### src/rtl/maple_in_if.sv
// Maple receiver port bundle: raw bus pins and control in, FIFO push and status out.
//   pin1/pin5  raw SDCKA/SDCKB from the pads (asynchronous)
//   enable     1 = listen, 0 = hold idle while our own transmitter drives the bus
//   fifo_full  RX FIFO cannot take a byte
//   data/data_valid                          byte push to the RX FIFO
//   start_seen/end_seen/error                one-cycle framing events
//   overflow (sticky), busy (frame in progress)
interface maple_in_if;
    logic       pin1;
    logic       pin5;
    logic       enable;
    logic       fifo_full;
    logic [7:0] data;
    logic       data_valid;
    logic       start_seen;
    logic       end_seen;
    logic       error;
    logic       overflow;
    logic       busy;

    modport slave (
        input  pin1, pin5, enable, fifo_full,
        output data, data_valid, start_seen, end_seen, error, overflow, busy
    );

    modport master (
        output pin1, pin5, enable, fifo_full,
        input  data, data_valid, start_seen, end_seen, error, overflow, busy
    );
endinterface

### src/rtl/maple_in.sv
// Maple bus receiver: synchronises SDCKA/SDCKB, detects start/end patterns and
// recovers data bits on falling clock-line edges, pushing bytes MSB-first.
//   clk, rst (synchronous, active-low)
//   bus  maple_in_if.slave (pins, enable, fifo_full in; data/strobes/status out)
module maple_in #(
    parameter int unsigned TIMEOUT = 4096,
    parameter int unsigned TO_W    = 13
) (
    input  logic       clk,
    input  logic       rst,
    maple_in_if.slave  bus
);
    typedef enum logic [1:0] {S_IDLE, S_START, S_DATA, S_END} state_t;

    // Pin vectors: bit 0 = pin1 (SDCKA), bit 1 = pin5 (SDCKB)
    logic [1:0]      sync1_q, sync2_q, prev_q;
    state_t          state_q, state_d;
    logic [2:0]      start_cnt_q, start_cnt_d;
    logic [2:0]      end_cnt_q, end_cnt_d;
    logic [2:0]      bit_cnt_q, bit_cnt_d;
    logic            phase_q, phase_d;      // 0 = phase A (clock pin1), 1 = phase B
    logic [7:0]      shreg_q, shreg_d;
    logic            pend_q, pend_d;        // full byte waiting to be pushed
    logic [TO_W-1:0] to_q, to_d;
    logic [7:0]      data_q, data_d;
    logic            dv_q, dv_d, start_q, start_d, end_q, end_d;
    logic            err_q, err_d, ovf_q, ovf_d, busy_q;

    logic fall1, rise1, fall5, rise5, any_edge, s1, s5, abort;

    assign s1       = sync2_q[0];
    assign s5       = sync2_q[1];
    assign fall1    = prev_q[0] & ~sync2_q[0];
    assign rise1    = ~prev_q[0] & sync2_q[0];
    assign fall5    = prev_q[1] & ~sync2_q[1];
    assign rise5    = ~prev_q[1] & sync2_q[1];
    assign any_edge = fall1 | rise1 | fall5 | rise5;

    // Synchronisers and edge history; keep running regardless of enable
    always_ff @(posedge clk) begin
        if (!rst) begin
            sync1_q <= 2'b11;
            sync2_q <= 2'b11;
            prev_q  <= 2'b11;
        end else begin
            sync1_q <= {bus.pin5, bus.pin1};
            sync2_q <= sync1_q;
            prev_q  <= sync2_q;
        end
    end

    // State and registered outputs
    always_ff @(posedge clk) begin
        if (!rst) begin
            state_q     <= S_IDLE;
            start_cnt_q <= 3'd0;
            end_cnt_q   <= 3'd0;
            bit_cnt_q   <= 3'd0;
            phase_q     <= 1'b0;
            shreg_q     <= 8'h00;
            pend_q      <= 1'b0;
            to_q        <= '0;
            data_q      <= 8'h00;
            dv_q        <= 1'b0;
            start_q     <= 1'b0;
            end_q       <= 1'b0;
            err_q       <= 1'b0;
            ovf_q       <= 1'b0;
            busy_q      <= 1'b0;
        end else begin
            state_q     <= state_d;
            start_cnt_q <= start_cnt_d;
            end_cnt_q   <= end_cnt_d;
            bit_cnt_q   <= bit_cnt_d;
            phase_q     <= phase_d;
            shreg_q     <= shreg_d;
            pend_q      <= pend_d;
            to_q        <= to_d;
            data_q      <= data_d;
            dv_q        <= dv_d;
            start_q     <= start_d;
            end_q       <= end_d;
            err_q       <= err_d;
            ovf_q       <= ovf_d;
            busy_q      <= (state_d != S_IDLE);
        end
    end

    // Next-state and output decode
    always_comb begin
        state_d     = state_q;
        start_cnt_d = start_cnt_q;
        end_cnt_d   = end_cnt_q;
        bit_cnt_d   = bit_cnt_q;
        phase_d     = phase_q;
        shreg_d     = shreg_q;
        pend_d      = 1'b0;
        to_d        = any_edge ? '0 : to_q + TO_W'(1);
        data_d      = data_q;
        dv_d        = 1'b0;
        start_d     = 1'b0;
        end_d       = 1'b0;
        err_d       = 1'b0;
        ovf_d       = ovf_q;
        abort       = 1'b0;

        // Byte completed last cycle: push it or drop it as an overflow
        if (pend_q) begin
            if (!bus.fifo_full) begin
                dv_d   = 1'b1;
                data_d = shreg_q;
            end else begin
                ovf_d = 1'b1;
                err_d = 1'b1;
            end
        end

        case (state_q)
            S_IDLE: begin
                to_d = '0;
                if (fall1 && s5) begin
                    state_d     = S_START;
                    start_cnt_d = 3'd0;
                end
            end
            S_START: begin
                if (fall1 && fall5) begin
                    abort = 1'b1;
                end else if (rise1) begin
                    if (start_cnt_q == 3'd4) begin
                        start_d   = 1'b1;
                        ovf_d     = 1'b0;
                        state_d   = S_DATA;
                        phase_d   = 1'b0;
                        bit_cnt_d = 3'd0;
                    end else begin
                        abort = 1'b1;
                    end
                end else if (fall5 && start_cnt_q != 3'd7) begin
                    start_cnt_d = start_cnt_q + 3'd1;
                end
            end
            S_DATA: begin
                if (fall1 && fall5) begin
                    abort = 1'b1;
                end else if (!phase_q) begin
                    if (fall1) begin
                        shreg_d   = {shreg_q[6:0], s5};
                        phase_d   = 1'b1;
                        bit_cnt_d = bit_cnt_q + 3'd1;
                        pend_d    = (bit_cnt_q == 3'd7);
                    end else if (fall5) begin
                        // pin5 falling on a byte boundary is the end pattern
                        if (bit_cnt_q == 3'd0) begin
                            state_d   = S_END;
                            end_cnt_d = 3'd0;
                        end else begin
                            abort = 1'b1;
                        end
                    end
                end else begin
                    if (fall5) begin
                        shreg_d   = {shreg_q[6:0], s1};
                        phase_d   = 1'b0;
                        bit_cnt_d = bit_cnt_q + 3'd1;
                        pend_d    = (bit_cnt_q == 3'd7);
                    end else if (fall1) begin
                        abort = 1'b1;
                    end
                end
            end
            S_END: begin
                if (fall1 && fall5) begin
                    abort = 1'b1;
                end else if (rise5) begin
                    if (end_cnt_q == 3'd2) begin
                        end_d   = 1'b1;
                        state_d = S_IDLE;
                    end else begin
                        abort = 1'b1;
                    end
                end else if (fall1 && end_cnt_q != 3'd7) begin
                    end_cnt_d = end_cnt_q + 3'd1;
                end
            end
            default: state_d = S_IDLE;
        endcase

        if (state_q != S_IDLE && !any_edge && to_q == TO_W'(TIMEOUT - 1)) begin
            abort = 1'b1;
        end

        if (abort) begin
            err_d   = 1'b1;
            state_d = S_IDLE;
            pend_d  = 1'b0;
        end

        // Own transmission in progress: drop everything silently
        if (!bus.enable) begin
            state_d = S_IDLE;
            pend_d  = 1'b0;
            dv_d    = 1'b0;
            data_d  = data_q;
            start_d = 1'b0;
            end_d   = 1'b0;
            err_d   = 1'b0;
            ovf_d   = ovf_q;
            to_d    = '0;
        end
    end

    assign bus.data       = data_q;
    assign bus.data_valid = dv_q;
    assign bus.start_seen = start_q;
    assign bus.end_seen   = end_q;
    assign bus.error      = err_q;
    assign bus.overflow   = ovf_q;
    assign bus.busy       = busy_q;
endmodule

### src/flat_wrapper.sv
// flat-port wrapper written by rule: the top's interface ports become plain ports
module maple_in_flat 
#(
    parameter int unsigned TIMEOUT = 4096,
    parameter int unsigned TO_W    = 13
)
  (clk, rst, bus_pin1, bus_pin5, bus_enable, bus_fifo_full, bus_data, bus_data_valid, bus_start_seen, bus_end_seen, bus_error, bus_overflow, bus_busy);
  maple_in_if bus_i ();
  input  logic clk;
  input  logic rst;
  input wire logic [$bits(bus_i.pin1)-1:0] bus_pin1;
  input wire logic [$bits(bus_i.pin5)-1:0] bus_pin5;
  input wire logic [$bits(bus_i.enable)-1:0] bus_enable;
  input wire logic [$bits(bus_i.fifo_full)-1:0] bus_fifo_full;
  output wire logic [$bits(bus_i.data)-1:0] bus_data;
  output wire logic [$bits(bus_i.data_valid)-1:0] bus_data_valid;
  output wire logic [$bits(bus_i.start_seen)-1:0] bus_start_seen;
  output wire logic [$bits(bus_i.end_seen)-1:0] bus_end_seen;
  output wire logic [$bits(bus_i.error)-1:0] bus_error;
  output wire logic [$bits(bus_i.overflow)-1:0] bus_overflow;
  output wire logic [$bits(bus_i.busy)-1:0] bus_busy;
  assign bus_i.pin1 = bus_pin1;
  assign bus_i.pin5 = bus_pin5;
  assign bus_i.enable = bus_enable;
  assign bus_i.fifo_full = bus_fifo_full;
  assign bus_data = bus_i.data;
  assign bus_data_valid = bus_i.data_valid;
  assign bus_start_seen = bus_i.start_seen;
  assign bus_end_seen = bus_i.end_seen;
  assign bus_error = bus_i.error;
  assign bus_overflow = bus_i.overflow;
  assign bus_busy = bus_i.busy;
  maple_in #(.TIMEOUT(TIMEOUT), .TO_W(TO_W)) u_core (.clk(clk), .rst(rst), .bus(bus_i));
endmodule
### config.mk
export PLATFORM = sky130hd
export DESIGN_NAME = maple_in_flat
export DESIGN_NICKNAME = d
export VERILOG_FILES = /design/src/rtl/maple_in_if.sv /design/src/rtl/maple_in.sv /design/src/flat_wrapper.sv
export SDC_FILE = /design/constraint.sdc
export NUM_CORES = 1
export LEC_CHECK = 0
export CAP_MARGIN = 20
export CORE_ASPECT_RATIO = 1.75
export CORE_MARGIN = 8
export CORE_UTILIZATION = 52
export DETAILED_ROUTE_END_ITERATION = 8
export PLACE_DENSITY = 0.73
export REMOVE_ABC_BUFFERS = 1
export SYNTH_ARGS = -nofsm -noshare
export SYNTH_HDL_FRONTEND = slang
export SYNTH_SLANG_ARGS = --single-unit
### constraint.sdc
create_clock -name clk -period 2.2 [get_ports clk]
set_input_delay 0.55 -clock clk [delete_from_list [all_inputs] [get_ports clk]]
set_output_delay 0.55 -clock clk [all_outputs]
set_load 0.02 [all_outputs]
Word level (Yosys, flattened, before mapping). Index checks and enable logic that the tools add are counted.

Logic and storage cells: 172. Output and inout bits: 14. Input port bits: 6. Register bits: 54.

Add/sub/neg operators: 4. Reduce and logical (&&, ||, !) cells: 27. Bitwise gates (word level): 20. Multiplexer cells: 77. Equal/unequal tests: 26.

Operator list (count): $mux 3 (19); $mux 1 (35); $mux 2 (14); $mux 8 (3); $pmux 3 s2 (3); $ne 2x2->1 const B (8); $reduce_or 5->1 (3); $ne 2x1->1 const B (7); $add 13x1->13 const B (1); $eq 13x12->1 const B (1); $not 1->1 (13); $reduce_bool 2->1 (6); $reduce_and 5->1 (2); $add 3x1->3 const B (3); $ne 3x3->1 const B (3); $reduce_and 9->1 (1); $pmux 2 s4 (1); $reduce_and 7->1 (1); $eq 3x3->1 const B (2); $logic_and 1x1->1 (6); $reduce_and 3->1 (2); $and 1x1->1 (4); $eq 2x2->1 const B (2); $reduce_and 4->1 (1); 11 further kinds (13).

Longest topological paths before layout.
Depth after elaboration: 12. Gate-level depth with buffers: 9. Gate-level depth less buffers: 7.

Worst setup path after synthesis. Ideal clock, no wire load.

Kind: reg-to-reg. From: reg u_core.sync2_q[0]. To: reg u_core.state_q[0]. Data arrival time: 2046 ps. Path buffers: 1. Library setup time: 88 ps. Period minus slack after synthesis: 2134 ps. Required time: 2112 ps. Path slack: 66 ps. Cell stages (with the launch flop): 9. Path through: dfxtp_1 > inv_1 > ha_1 > buf_6 > or3b_4 > or4_1 > or2_0 > a32o_2 > nor4_2.

Longest elaborated chain between the ends: 11. Elaborated cells on any way between the ends: 31. Classes of those cells: mux (20); bitwise (6); reduce/logical (5).

Ends and longest elaborated chain: start: declaration (RTL line maple_in.sv:16) `logic [1:0] sync1_q, sync2_q, prev_q;`; start signal: assignment (RTL line maple_in.sv:47) `sync2_q <= sync1_q;`; branches (longest 9 deep; another with $pmux 1 s3); $mux 2 (*) (RTL line maple_in.sv:193) `if (abort) begin`; $mux 2 (*) (RTL line maple_in.sv:200) `if (!bus.enable) begin`; end signal: assignment (RTL line maple_in.sv:71) `state_q <= state_d;`; end: declaration (RTL line maple_in.sv:17) `state_t state_q, state_d;`.

Mark *: on every way between the ends. A chain may end at the register's enable or synchronous reset.

Worst setup path after layout. Ends and elaborated chain as after synthesis.

==> metrics.md <==
| Metric | Value |
|---|---|
| Status | `complete, no violations` |
| Clk pin slew, worst setup/hold paths | `90 ps` |
| Hold Path Class | `reg -> reg` |
| DR WL/cell | `13.2 µm` |
| CP required | `2420 ps` |
| Synth warn | `0` |
| N_diodes | `0` |
| Max Freq | `just under 500 MHz` |
| Final Cell Area | `2950 µm²` |
| Most frequent cells in the layout | `dfxtp_1 (53), nand2_1 (38), nor2_1 (21)` |
| Core ar. | `4670 µm²` |
| TritonCTS buffer count | `5` |
| # port buffers | `19` |
| RePlAce Congestion | `0.916` |
| Max layer used | `met4` |
| Clk root buf | `clkbuf_8` |
| Starting density of the core | `0.542` |
| Crit. End Element | `flip-flop` |
| Met3 wire length | `106 µm` |
| Number of DRC markers in iteration 0 | `75` |
| HPWL after detailed placement | `3530 µm` |
| Worst hold path cell count | `1` |
| Clock Skews | `5.50 ps` |
| FP Rows | `33` |
| Reg2reg end | `u_core.state_q[0]` |
| Delay-heaviest family, CP | `simple AND/OR/NAND/NOR gates` |
| Top FF cell, synth | `dfxtp_1` |
| Placed Area | `2830 µm²` |
| First-pass GRT wire length | `8400 µm` |
| Slew headroom | `0.665` |
| Layout cells sized above 1 | `0.110` |
| Mapped Area | `2530 µm²` |
| IO Count | `20` |
| Minimum clock period | `about 2100 ps` |
| #FFs+latches synth | `54` |
| Max VDD drop | `about 0.00056 V` |
| WL met1 | `1990 µm` |
| CP startpoint kind | `flip-flop` |
| Crit-path cells | `inv_2 > ha_2 > or3b_4 > or4_4 > or2_0 > a32o_2 > nor4_2` |
| Fillers | `408` |
| RSZ-0062 raised after global routing | `no` |
| Slack of the critical path | `124 ps` |
| CTS tree | `yes` |
| Cts hold-fix bufs | `0` |
| Die width | `68.7 µm` |
| TritonCTS Sinks | `54` |
| Hold Path Origin | `u_core.sync1_q[0]` |
| Library cells used by synthesis | `45` |
| Crit-path max cell delay | `between 400 and 500 ps` |
| Die Ht | `108 µm` |
| Total GRT Usage | `0.142` |
| Final ANT Viol Nets | `0` |
| Max Cap Viol | `0` |
| CP max-delay cell | `or4_4` |
| Layout net count | `331` |
| Vias in the first global route | `1916` |
| R2R setup slack | `120 ps` |
| Crit share post-route | `0.944` |
| Measured slew at the worst slew-check pin | `495 ps` |
| Syn_area_per_cell | `around 9 µm²` |
| Setup_tns | `0 ps` |
| Hold Vio Cnt, Final | `0` |
| WL met2 | `2550 µm` |
| Post-CTS Setup Repair Bufs | `0` |
| Worst skew pair latency | `about 300 ps` |
| Post-Synthesis Cells | `280` |
| Routed WL | `4760 µm` |
| Leading cell type in the layout, fill and taps excluded | `dfxtp_1` |
| Asr flop ratio synth | `0` |
| Setup WS pre-CTS | `approximately 96 ps` |
| Register area share after synthesis | `0.428` |
| Crit Path Class | `reg -> reg` |
| H-tree levels | `2` |
| DRC viols | `0` |
| Worst Path Max Fanout | `3` |
| Final Setup Violations | `0` |
| Total power | `1.61 mW` |
| Fin cells | `361` |
| Largest net degree at the start of global routing | `37` |
| Inst Count DP | `353` |
| Grt total ovfl | `0` |
| Worst-case hold path end point | `u_core.sync2_q[0]` |
| Die Area | `7440 µm²` |
| Antenna violations before repair | `0` |
| Post-synth EDFFs | `0` |
| Arrival @ worst endpoint | `2290 ps` |
| Leakage | `1.14 nW` |
| Vias | `1903` |
| P per Cell Area | `545 nW/µm²` |
| Clock buffer depth | `2` |
| Reg2Reg Depth | `7` |
| Fin util | `0.632` |
| Bufs and invs on worst path | `1` |
| RR Startpoint | `u_core.sync2_q[0]` |
| Synth-to-Final Area Change | `16.5%` |
| Final max-slew violation count | `0` |
| Post-CTS Resized | `0` |
| Total iterations of the first detailed-routing run | `4` |
| Worst hold margin | `415 ps` |
| Vias per Instance | `5.27` |
worst reg2reg max path, stage by stage (launching register included):
cell and delay [ps]:
dfxtp_2 350, inv_2 40, ha_2 170, or3b_4 400, or4_4 430, or2_0 210
a32o_2 280, nor4_2 120
cell usage after synthesis, types with 2 or more instances:
cell type,number,share of area
nor2_1,21,0.031
clkbuf_1,9,0.013
and2_1,4,0.0099
a21boi_0,10,0.030
nand2b_1,9,0.022
nand2_1,38,0.056
a21oi_1,5,0.0099
a211oi_1,3,0.0089
xor2_1,8,0.028
inv_1,13,0.019
nor3b_1,2,0.0059
nand3b_1,2,0.0059
buf_2,2,0.0040
dfxtp_1,54,0.43
o21ai_0,4,0.0079
mux2i_1,10,0.040
a21boi_1,5,0.015
and3_1,4,0.0099
or2_2,2,0.0049
or4_1,4,0.012
a31oi_1,2,0.0049
ha_1,17,0.084
or2_0,2,0.0049
o2111ai_1,2,0.0069
nor2b_1,14,0.035
nand4_1,3,0.0074
nand3_1,11,0.022
xnor2_1,3,0.010
layout make-up:
type	count	area, µm²	share of cell area
Inverter	13	48.8	0.0166
Clock inverter	1	5.00	0.00170
Timing Repair Buffer	33	295	0.100
Multi-Input combinational cell	201	1360	0.463
Tap cell	52	65.1	0.0221
Sequential cell	54	1080	0.367
Clock buffer	7	86.3	0.0293
how the worst max path moves through the flow:
stage | slack, ps | startpoint | end | cells after the start
after global routing | 10 | u_core.sync2_q[0] | u_core.state_q[0] | 7
after floorplan | -40 | u_core.sync2_q[0] | u_core.shreg_q[0] | 7
after CTS | 60 | u_core.sync2_q[0] | u_core.state_q[0] | 7
after detailed placement | 100 | u_core.sync2_q[0] | u_core.state_q[0] | 7
after global placement | 140 | u_core.sync2_q[0] | u_core.bus.busy | 7
final | 120 | u_core.sync2_q[0] | u_core.state_q[0] | 7
state kept, by name (all words and copies together), names as in the netlist, 2 cells and up:
signal,count
u_core.to_q,13
u_core.bus.data,8
u_core.shreg_q,8
u_core.bit_cnt_q,3
u_core.end_cnt_q,3
u_core.start_cnt_q,3
u_core.prev_q,2
u_core.state_q,2
u_core.sync1_q,2
u_core.sync2_q,2
kinds of logic (layout without fill, tap and decap cells):
logic type | after synthesis | in the layout | synth area share
xor+xnor | 11 | 11 | 0.0381
fa+ha+maj | 17 | 17 | 0.0841
compound gates | 37 | 37 | 0.105
mux | 11 | 11 | 0.0440
buf+inv | 25 | 54 | 0.0411
simple gates | 125 | 125 | 0.260
flops | 54 | 54 | 0.428
power by group:
group | switching (mW) | leakage (nW) | total [mW] | internal (mW)
Combinational | 0.0322 | 0.652 | 0.0670 | 0.0348
Clock | 0.299 | 0.0482 | 0.554 | 0.254
Sequential | 0.00361 | 0.436 | 0.985 | 0.982
Total | 0.335 | 1.14 | 1.61 | 1.27
routing by layer:
layer,vias to the layer above,track usage
met1,879,0.152
li1,996,-
met3,11,0.0321
met2,17,0.253
met4,0,0.0592
met5,-,0
Note: power is estimated with default switching activity, not from simulation.
